$ cat config.mk
export PLATFORM = sky130hd
export DESIGN_NAME = serial_rx_fifo_flat
export DESIGN_NICKNAME = d
export VERILOG_FILES = /design/src/rtl/serial_rx_fifo_pkg.sv /design/src/rtl/serial_rx_fifo_if.sv /design/src/rtl/serial_rx_fifo_fifo.sv /design/src/rtl/serial_rx_fifo.sv /design/src/flat_wrapper.sv
export SDC_FILE = /design/constraint.sdc
export NUM_CORES = 1
export LEC_CHECK = 0
export ABC_AREA = 1
export BUFFER_PORTS_ARGS = -buffer_cell sky130_fd_sc_hd__buf_2
export CORE_MARGIN = 2
export CORE_UTILIZATION = 45
export CTS_CLUSTER_DIAMETER = 150
export DETAILED_ROUTE_END_ITERATION = 10
export PLACE_DENSITY = 0.58
export SLEW_MARGIN = 15
export SYNTH_ARGS = -nofsm -noshare
export SYNTH_HDL_FRONTEND = slang
export SYNTH_SLANG_ARGS = --single-unit
$ cat constraint.sdc
create_clock -name CLK -period 3.3 [get_ports CLK]
set_input_delay 0.66 -clock CLK [delete_from_list [all_inputs] [get_ports CLK]]
set_output_delay 0.66 -clock CLK [all_outputs]
set_load 0.02 [all_outputs]
$ cat src/rtl/serial_rx_fifo_pkg.sv
// serial_rx_fifo_pkg
// Shared definitions for the serial receive block: deframer state encoding,
// the default bit period, the byte type and the IOCON register offsets.
// No ports (package).
package serial_rx_fifo_pkg;

  typedef logic [7:0] byte_t;

  typedef enum logic [1:0] {
    RX_IDLE  = 2'd0,
    RX_START = 2'd1,
    RX_DATA  = 2'd2,
    RX_STOP  = 2'd3
  } rx_state_t;

  // FCLK cycles per bit period when nothing overrides it
  localparam logic [7:0] DEFAULT_WAIT_CNT = 8'd70;

  // IOCON register offsets: data pops the head byte, status reads
  // {COUNT, FULL, EMPTY, OVR, FERR}, a write to err-clear drops both flags
  localparam logic [3:0] RX_ADDR_DATA    = 4'h0;
  localparam logic [3:0] RX_ADDR_STATUS  = 4'h4;
  localparam logic [3:0] RX_ADDR_ERR_CLR = 4'h8;

endpackage

$ cat src/rtl/serial_rx_fifo_if.sv
// serial_rx_fifo_if
// Read-side bus between the receive FIFO and the IOCON decoder.
//   RE      read strobe (pop head when not empty)
//   CLR_ERR clear sticky FERR/OVR
//   DOUT    show-ahead head byte, 8'h00 when empty
//   EMPTY, FULL, COUNT  FIFO status
//   FERR, OVR           sticky error flags
// master: the core/IOCON side; slave: the receiver.
interface serial_rx_fifo_if #(parameter int DEPTH_LOG2 = 4);
  import serial_rx_fifo_pkg::*;

  logic                RE;
  logic                CLR_ERR;
  byte_t               DOUT;
  logic                EMPTY;
  logic                FULL;
  logic [DEPTH_LOG2:0] COUNT;
  logic                FERR;
  logic                OVR;

  modport master (
    output RE, CLR_ERR,
    input  DOUT, EMPTY, FULL, COUNT, FERR, OVR
  );

  modport slave (
    input  RE, CLR_ERR,
    output DOUT, EMPTY, FULL, COUNT, FERR, OVR
  );
endinterface

$ cat src/rtl/serial_rx_fifo_fifo.sv
// rx_fifo
// Synchronous circular FIFO with show-ahead output.
//   CLK, RST   clock, async active-high reset (pointers only)
//   push       write push_data when there is room (a same-cycle pop makes room)
//   pop        advance head when not empty
//   dout       head entry, 0 when empty
//   empty, full, count  occupancy status
module rx_fifo
  import serial_rx_fifo_pkg::*;
#(
  parameter int ADDR_W = 4
) (
  input  logic          CLK,
  input  logic          RST,
  input  logic          push,
  input  byte_t         push_data,
  input  logic          pop,
  output byte_t         dout,
  output logic          empty,
  output logic          full,
  output logic [ADDR_W:0] count
);

  localparam int DEPTH = 1 << ADDR_W;

  byte_t           mem [DEPTH];
  logic [ADDR_W:0] wr_ptr;
  logic [ADDR_W:0] rd_ptr;
  logic            pop_ok;
  logic            push_ok;

  // Pointers carry one extra wrap bit: equal means empty, equal address
  // with differing wrap bit means full.
  assign empty   = (wr_ptr == rd_ptr);
  assign full    = (wr_ptr[ADDR_W] != rd_ptr[ADDR_W]) &&
                   (wr_ptr[ADDR_W-1:0] == rd_ptr[ADDR_W-1:0]);
  assign count   = wr_ptr - rd_ptr;
  assign pop_ok  = pop && !empty;
  assign push_ok = push && (!full || pop_ok);
  assign dout    = empty ? '0 : mem[rd_ptr[ADDR_W-1:0]];

  always_ff @(posedge CLK or posedge RST) begin
    if (RST) begin
      wr_ptr <= '0;
      rd_ptr <= '0;
    end else begin
      if (push_ok) wr_ptr <= wr_ptr + 1'b1;
      if (pop_ok)  rd_ptr <= rd_ptr + 1'b1;
    end
  end

  always_ff @(posedge CLK) begin
    if (push_ok) mem[wr_ptr[ADDR_W-1:0]] <= push_data;
  end

endmodule

$ cat src/rtl/serial_rx_fifo.sv
// serial_rx_fifo
// 8N1 serial receiver feeding a show-ahead receive FIFO.
//   CLK  system clock (FCLK)
//   RST  async active-high reset
//   RXD  serial line, asynchronous, idle high
//   bus  read port (RE, CLR_ERR in; DOUT, EMPTY, FULL, COUNT, FERR, OVR out)
// WAIT_CNT is the bit period in CLK cycles (>= 4, even).
module serial_rx_fifo
  import serial_rx_fifo_pkg::*;
#(
  parameter logic [7:0] WAIT_CNT   = DEFAULT_WAIT_CNT,
  parameter int         DEPTH_LOG2 = 4
) (
  input  logic CLK,
  input  logic RST,
  input  logic RXD,
  serial_rx_fifo_if.slave bus
);

  localparam int          TW        = $clog2(WAIT_CNT);
  localparam logic [TW-1:0] FULL_LAST = TW'(WAIT_CNT - 1);
  localparam logic [TW-1:0] HALF_LAST = TW'(WAIT_CNT / 2 - 1);

  logic          rx_meta;
  logic          rxs;
  logic          rxs_prev;
  rx_state_t     state;
  logic [TW-1:0] timer;
  logic [2:0]    bit_idx;
  byte_t         shreg;
  logic          ferr;
  logic          ovr;
  logic          fifo_full;
  logic          fifo_empty;
  logic          expire;
  logic          pop_req;
  logic          stop_event;
  logic          push_req;
  logic          ovr_set;
  logic          ferr_set;

  // Two-flop synchronizer plus one history flop; a start is a falling edge
  // of rxs, so a line held low after a bad stop bit does not rearm.
  always_ff @(posedge CLK or posedge RST) begin
    if (RST) begin
      rx_meta  <= 1'b1;
      rxs      <= 1'b1;
      rxs_prev <= 1'b1;
    end else begin
      rx_meta  <= RXD;
      rxs      <= rx_meta;
      rxs_prev <= rxs;
    end
  end

  // START waits half a bit to land mid start bit; other states wait a full bit
  assign expire     = (state == RX_START) ? (timer == HALF_LAST) : (timer == FULL_LAST);
  assign pop_req    = bus.RE && !fifo_empty;
  assign stop_event = (state == RX_STOP) && expire;
  // The push is decided at the stop-sample edge itself so the byte is
  // visible one cycle later; a simultaneous pop frees a slot when full.
  assign push_req   = stop_event && rxs && (!fifo_full || pop_req);
  assign ovr_set    = stop_event && rxs && fifo_full && !pop_req;
  assign ferr_set   = stop_event && !rxs;

  always_ff @(posedge CLK or posedge RST) begin
    if (RST) begin
      state   <= RX_IDLE;
      timer   <= '0;
      bit_idx <= '0;
      shreg   <= '0;
      ferr    <= 1'b0;
      ovr     <= 1'b0;
    end else begin
      // A set in the same cycle as a clear must win
      if (ferr_set)         ferr <= 1'b1;
      else if (bus.CLR_ERR) ferr <= 1'b0;
      if (ovr_set)          ovr  <= 1'b1;
      else if (bus.CLR_ERR) ovr  <= 1'b0;

      case (state)
        RX_IDLE: begin
          timer <= '0;
          if (rxs_prev && !rxs) state <= RX_START;
        end
        RX_START: begin
          if (expire) begin
            timer   <= '0;
            bit_idx <= '0;
            state   <= rxs ? RX_IDLE : RX_DATA;
          end else begin
            timer <= timer + 1'b1;
          end
        end
        RX_DATA: begin
          if (expire) begin
            timer          <= '0;
            shreg[bit_idx] <= rxs;
            bit_idx        <= bit_idx + 3'd1;
            if (bit_idx == 3'd7) state <= RX_STOP;
          end else begin
            timer <= timer + 1'b1;
          end
        end
        RX_STOP: begin
          if (expire) begin
            timer <= '0;
            state <= RX_IDLE;
          end else begin
            timer <= timer + 1'b1;
          end
        end
        default: state <= RX_IDLE;
      endcase
    end
  end

  assign bus.FERR = ferr;
  assign bus.OVR  = ovr;

  rx_fifo #(.ADDR_W(DEPTH_LOG2)) u_fifo (
    .CLK       (CLK),
    .RST       (RST),
    .push      (push_req),
    .push_data (shreg),
    .pop       (bus.RE),
    .dout      (bus.DOUT),
    .empty     (fifo_empty),
    .full      (fifo_full),
    .count     (bus.COUNT)
  );

  assign bus.EMPTY = fifo_empty;
  assign bus.FULL  = fifo_full;

endmodule

$ cat src/flat_wrapper.sv
// flat-port wrapper written by rule: the top's interface ports become plain ports
module serial_rx_fifo_flat import serial_rx_fifo_pkg::*;
#(
  parameter logic [7:0] WAIT_CNT   = DEFAULT_WAIT_CNT,
  parameter int         DEPTH_LOG2 = 4
)
  (CLK, RST, RXD, bus_RE, bus_CLR_ERR, bus_DOUT, bus_EMPTY, bus_FULL, bus_COUNT, bus_FERR, bus_OVR);
  serial_rx_fifo_if #(.DEPTH_LOG2(DEPTH_LOG2)) bus_i ();
  input  logic CLK;
  input  logic RST;
  input  logic RXD;
  input wire logic [$bits(bus_i.RE)-1:0] bus_RE;
  input wire logic [$bits(bus_i.CLR_ERR)-1:0] bus_CLR_ERR;
  output wire logic [$bits(bus_i.DOUT)-1:0] bus_DOUT;
  output wire logic [$bits(bus_i.EMPTY)-1:0] bus_EMPTY;
  output wire logic [$bits(bus_i.FULL)-1:0] bus_FULL;
  output wire logic [$bits(bus_i.COUNT)-1:0] bus_COUNT;
  output wire logic [$bits(bus_i.FERR)-1:0] bus_FERR;
  output wire logic [$bits(bus_i.OVR)-1:0] bus_OVR;
  assign bus_i.RE = bus_RE;
  assign bus_i.CLR_ERR = bus_CLR_ERR;
  assign bus_DOUT = bus_i.DOUT;
  assign bus_EMPTY = bus_i.EMPTY;
  assign bus_FULL = bus_i.FULL;
  assign bus_COUNT = bus_i.COUNT;
  assign bus_FERR = bus_i.FERR;
  assign bus_OVR = bus_i.OVR;
  serial_rx_fifo #(.WAIT_CNT(WAIT_CNT), .DEPTH_LOG2(DEPTH_LOG2)) u_core (.CLK(CLK), .RST(RST), .RXD(RXD), .bus(bus_i));
endmodule
==> results of run 1 <==
[routing by layer]
metal,share of wire (%),wire length [um],global-route usage [%]
met1,44,7010,26.2
met2,51,8240,34.7
met3,3.7,593,3.49
met4,1.2,189,6.89
met5,0,0,0
[what timing repair did]
item,CTS,global route
hold endpoints to repair,0,0
resized for setup,0,1
endpoints found under the setup margin,0,9
[layout make-up]
cell class	instances	area (sq um)	area share, %
clock inverters	14	135	1.66
repair buffers	42	275	3.38
flip-flops and latches	163	4720	57.9
clock buffers	18	439	5.39
well taps	216	270	3.31
inverters	41	154	1.89
multi-input cells	434	2160	26.4
[power groups by stage]
stage | sequential (W) | clock (W) | combinational (W)
global route | 0.00242 | 0.00204 | 0.00237
floorplan | 0.00236 | 0 | 0.00156
detailed placement | 0.00244 | 0 | 0.00212
CTS | 0.00240 | 0.00195 | 0.00213
finish | 0.00241 | 0.00191 | 0.00212
global placement | 0.00244 | 0 | 0.00209
[registers in the layout, summed over array words and instances (netlist names), 3 cells and up, named ones only]
signal	flops
u_core.timer	7
u_core.bit_idx	3
u_core.shreg	8
u_core.u_fifo.rd_ptr	5
u_core.u_fifo.wr_ptr	5
u_core.u_fifo.mem	128
[worst min-delay path by stage]
stage	from	end	slack [ps]	depth (start not counted)
after floorplan	u_core.rx_meta	u_core.rxs	350	0
after global placement	u_core.rx_meta	u_core.rxs	350	0
after detailed placement	u_core.rx_meta	u_core.rxs	350	0
after CTS	RXD	u_core.rx_meta	310	1
after global routing	RXD	u_core.rx_meta	310	1
final	RXD	u_core.rx_meta	330	1
[cell usage after synthesis (all sizes together), types with 8 or more instances]
cell type / instances
a21oi: 11
nor2: 160
inv: 40
ha: 16
dfrtp: 32
nand3: 34
xor2: 11
nand2: 92
edfxtp: 128
o211ai: 8
o21ai: 86
buf: 11
clkbuf: 12
[worst register-to-register path, cell delays in order, from the launching register on]
cell and delay, ps:
dfrtp_1 580, inv_2 210, ha_1 400, nand4_1 220, nor3b_2 100, nor2_2 270, nand2_4 90, nor2_2 410
[per-stage QoR]
stage          hold WS, ps  power [W]  utilization [%]
5_1_grt                313    0.00682             51.9
2_1_floorplan          345    0.00392                -
6_report               334    0.00644             51.9
3_5_place_dp           349    0.00456             48.2
4_1_cts                314    0.00648             51.9
3_3_place_gp           347    0.00452             48.2
[cell families after synthesis]
kind of cell	after synthesis	synth area share, %
compound gates	106	7.93
fa+ha+maj	17	3.08
xor+xnor	15	1.94
flops	163	66.1
simple gates	296	17.1
buf+inv	64	3.78
==> impl_metrics.json, run 1 <==
{
  "run_status": "finished clean",
  "pre_cts_slack_ps": 473,
  "globalRouteTotalUtil_pct": 20.3,
  "cp.required_ps": 2640,
  "number_of_design_rule_violations_left_by_the_first_detailed_router_iteration": 367,
  "min_path_type": "in -> reg",
  "layout_common_cells": "nor2_1, edfxtp_1, nand2_1",
  "regToRegEndpoint": "u_core.u_fifo.mem[7][6]",
  "vias": 4751,
  "critical_path_cell_count": 6,
  "postLayoutCellArea_sq_mm": 0.00815,
  "number_of_flops_mapped_to_enable_cells_by_yosys": 128,
  "area.growth.synth_to_final_pct": 14.1,
  "stdcell_count": 928,
  "io_buffers": 21,
  "p_clk_share_pct": 29.7,
  "ctsLongestPathBuffers": 2,
  "ctsRootBufferMaster": "clkbuf_16",
  "cp-start-kind": "register",
  "clk_pin_slew_ps": 60,
  "mostFrequentLayoutCell": "nor2_1",
  "category_of_the_worst_setup_path_capture_point": "output port",
  "depth_of_the_worst_register_to_register_path": 7,
  "synth_largest_area_cell": "edfxtp_1",
  "core_region_area_sq_mm": 0.0157,
  "worstMarginPinSlew_ps": 781,
  "cap_viol_max_count": 0,
  "timing.critical_path.arrival_ps": 2480,
  "dpl_cell_area_sq_mm": 0.00757,
  "synthesis.area_sq_mm": 0.00714,
  "synthDominantCellAreaShare_pct": 53.8,
  "post_cts_hold_buffer_count": 0,
  "final_hold_viol_count": 0,
  "report.final.slew_viol_count": 0,
  "drt-total-wl_mm": 16.0,
  "critical_path.max_stage_delay_ps": 580,
  "placed_cells_incl_taps": 896,
  "yosysUniqueCellTypes": 34,
  "synth_warnings": 0,
  "report.final.setup_viol": 0,
  "p_seq_share_pct": 37.3,
  "gr-total-overflow": 0,
  "worst_r2r_startpoint": "u_core.u_fifo.rd_ptr[2]",
  "rsz0062_at_grt": "no",
  "period_utilisation_layout_pct": 95.2,
  "place_congestion": 0.831,
  "ant_nets": 0,
  "critical_path.n_buffers_inverters": 2,
  "clkLatencyLatePin_ps": 420,
  "grt_pass1_wl_mm": 25.4,
  "yosys_most_used_dff": "edfxtp_1",
  "skew_ps": 6.26,
  "crit_path_cell_trace": "inv_2 > ha_1 > nand4_1 > nor2_4 > a21oi_1 > buf_2",
  "ys_ff_latch": 163,
  "number_of_antenna_violations_at_the_first_check_in_global_routing": 0,
  "final.setup.tns_ps": 0,
  "die_h_um": 130,
  "net_switching_w": 0.00237,
  "synth.net_count": 683,
  "routedWlPerCell_um": 17.3,
  "antenna_cells": 0,
  "synth-async-reset-ratio_pct": 21.5,
  "total_die_area_sq_mm": 0.0169,
  "final_critical_path_setup_slack_ps": 157,
  "place_hpwl_mm": 10.4,
  "worst_setup_path_endpoint": "bus_DOUT[5]",
  "vias_in_the_first_global_route": 4777,
  "critical-path-top-delay-family": "simple AND/OR/NAND/NOR gates",
  "power_leakage_nw": 3.15,
  "rows": 46,
  "die_x_um": 130,
  "worst-setup-path-type": "reg -> out",
  "final.min_clock_period_ps": 3140,
  "critical-path-slowest-cell": "dfrtp_1",
  "synth.top_cells.by_area": "edfxtp_1, dfrtp_1, nor2_1, o21ai_0, nand2_1",
  "power.density_cell_area_mw_per_mm2": 790,
  "sw_frac_of_total_pct": 36.8,
  "numCtsBuffers": 17,
  "detail_route.first_pass.iterations": 5,
  "maximum_net_fanout_on_the_critical_path": 12,
  "r2r_slack_ps": 660,
  "via_per_inst": 5.12,
  "h_tree_lvl_count": 4,
  "combinationalPowerShare_pct": 32.9,
  "post_synth_inst_count": 661,
  "critPathLaunch": "u_core.u_fifo.rd_ptr[2]",
  "seq_area_frac_synth_pct": 66.1,
  "fin_nets": 721,
  "timing.slew.headroom_pct": 47.9,
  "tritoncts": "yes",
  "max_freq_ghz": 0.318,
  "clock-sinks": 163,
  "initial_core_utilization_pct": 45.5,
  "synth_area_per_inst_sq_um": 10.8,
  "peakVddDrop_mv": 0.354,
  "layout.filler_cells": 1372,
  "maximum_number_of_pins_on_one_net_before_global_route_repair": 49,
  "drcViolationCount": 0,
  "cellInternalPower_w": 0.00407,
  "floorplan.io_pins": 22,
  "share_of_cells_above_drive_strength_1_pct": 13.3,
  "post_cts_setup_buffer_count": 0
}
Power figures use the tool's default switching activity.
==> run 2, diff against run 1 <==
- CORE_UTILIZATION: 45 -> 62
- PLACE_DENSITY: 0.58 -> 0.76
==> run 2 against run 1 <==
- via count is 4.0% higher
- first-iteration DRC count increased by 57%
- cell area shrank 0.98%
==> impl_metrics.json, run 2 (synthesized netlist as in run 1, its figures left out) <==
{
  "cap_viol_max_count": 0,
  "drt-total-wl_mm": 15.8,
  "timing.slew.headroom_pct": 48.8,
  "timing.critical_path.arrival_ps": 2360,
  "core_region_area_sq_mm": 0.0113,
  "area.growth.synth_to_final_pct": 13.0,
  "rows": 39,
  "report.final.slew_viol_count": 0,
  "worstMarginPinSlew_ps": 768,
  "power_leakage_nw": 3.14,
  "skew_ps": 7.69,
  "place_congestion": 0.845,
  "post_cts_hold_buffer_count": 0,
  "report.final.setup_viol": 0,
  "final.setup.tns_ps": 0,
  "detail_route.first_pass.iterations": 5,
  "worst-setup-path-type": "reg -> out",
  "max_freq_ghz": 0.331,
  "design_power_total_w": 0.00645,
  "run_status": "finished clean",
  "worst_r2r_startpoint": "u_core.u_fifo.rd_ptr[2]",
  "critPathLaunch": "u_core.u_fifo.wr_ptr[2]",
  "maximum_number_of_pins_on_one_net_before_global_route_repair": 44,
  "layout_common_cells": "nor2_1, edfxtp_1, nand2_1",
  "power.density_cell_area_mw_per_mm2": 799,
  "min_path_type": "in -> async",
  "number_of_design_rule_violations_left_by_the_first_detailed_router_iteration": 578,
  "ctsLongestPathBuffers": 2,
  "via_per_inst": 5.76,
  "gr-total-overflow": 0,
  "final.min_clock_period_ps": 3020,
  "fin_nets": 724,
  "die_h_um": 111,
  "number_of_antenna_violations_at_the_first_check_in_global_routing": 0,
  "clock-sinks": 163,
  "cp-start-kind": "register",
  "period_utilisation_layout_pct": 91.5,
  "share_of_cells_above_drive_strength_1_pct": 13.1,
  "vias_in_the_first_global_route": 4737,
  "ant_nets": 0,
  "die_x_um": 111,
  "globalRouteTotalUtil_pct": 27.0,
  "category_of_the_worst_setup_path_capture_point": "output port",
  "io_buffers": 21,
  "final_hold_viol_count": 0,
  "clk_pin_slew_ps": 60,
  "place_hpwl_mm": 10.0,
  "h_tree_lvl_count": 4,
  "numCtsBuffers": 17,
  "routedWlPerCell_um": 18.4,
  "total_die_area_sq_mm": 0.0124,
  "ctsResizeCount": 0,
  "largest_register_ffs": 128,
  "rsz0062_at_grt": "no",
  "peakVddDrop_mv": 0.398,
  "clkLatencyLatePin_ps": 420,
  "tritoncts": "yes",
  "initial_core_utilization_pct": 63.1,
  "vias": 4941,
  "floorplan.io_pins": 22,
  "ctsRootBufferMaster": "clkbuf_16",
  "cp.required_ps": 2640,
  "maximum_net_fanout_on_the_critical_path": 10,
  "drcViolationCount": 0,
  "grt_pass1_wl_mm": 25.2,
  "mostFrequentLayoutCell": "nor2_1",
  "post_cts_setup_buffer_count": 0,
  "antenna_cells": 0
}
-- run 2: cell types whose count changed in the layout (fill, tap and decap cells not counted) --
cell | previous run | this run
buf_4 | 20 | 23
clkbuf_1 | 0 | 2
clkbuf_8 | 1 | 0
clkinv_1 | 2 | 4
clkinv_2 | 6 | 0
clkinvlp_4 | 2 | 5
nor2_2 | 4 | 5
nor2_4 | 2 | 1
-- run 2: cell type report --
type	count	area, sq um
clock buffers	19	433
clock inverters	13	135
fillers	822	3250
inverters	41	154
multi-input cells	434	2150
flip-flops and latches	163	4720
well taps	143	179
repair buffers	45	298
-- run 2: final timing paths --
check	cells after the start	endpoint	slack [ps]
max	5	bus_DOUT[7]	280
min	2	u_core.timer[4]	330
max reg2reg	8	u_core.u_fifo.mem[9][0]	770
min reg2reg	0	u_core.rxs	360
max in group asynchronous	3	u_core.u_fifo.rd_ptr[0]	2250
min in group CLK	1	u_core.rx_meta	330
-- run 2: metal layers --
metal	GRT usage, %	wire [um]	up-vias
met1	35.7	6340	2393
met3	5.06	1060	38
met2	44.3	7810	184
li1	-	-	2326
met5	0	0	-
met4	12.2	558	0
-- run 2: metrics by stage --
step / area (sq um) / cells / util, % / hold slack, ps / worst slack [ps]
final: 8070 / 858 / 71.3 / 332 / 281
after global routing: 8070 / 858 / 71.3 / 315 / 155
after CTS: 8070 / 858 / 71.3 / 316 / 298
after detailed placement: 7510 / 826 / 66.3 / 355 / 761
after global placement: 7510 / 826 / 66.3 / 346 / 855
after floorplan: 7140 / 661 / - / 345 / 666
-- run 2: power breakdown --
part           switching (W)  total [W]  internal, W
Clock               0.000779    0.00189      0.00111
Sequential          0.000105    0.00236      0.00226
Combinational        0.00149    0.00220     0.000714
Total                0.00237    0.00645      0.00408
-- run 2: critical path, cell delays in order (launching register included) --
cell and delay [ps]:
dfrtp_1 460, ha_1 420, nand4_1 210, nor2_2 560, a21oi_1 90, buf_2 190
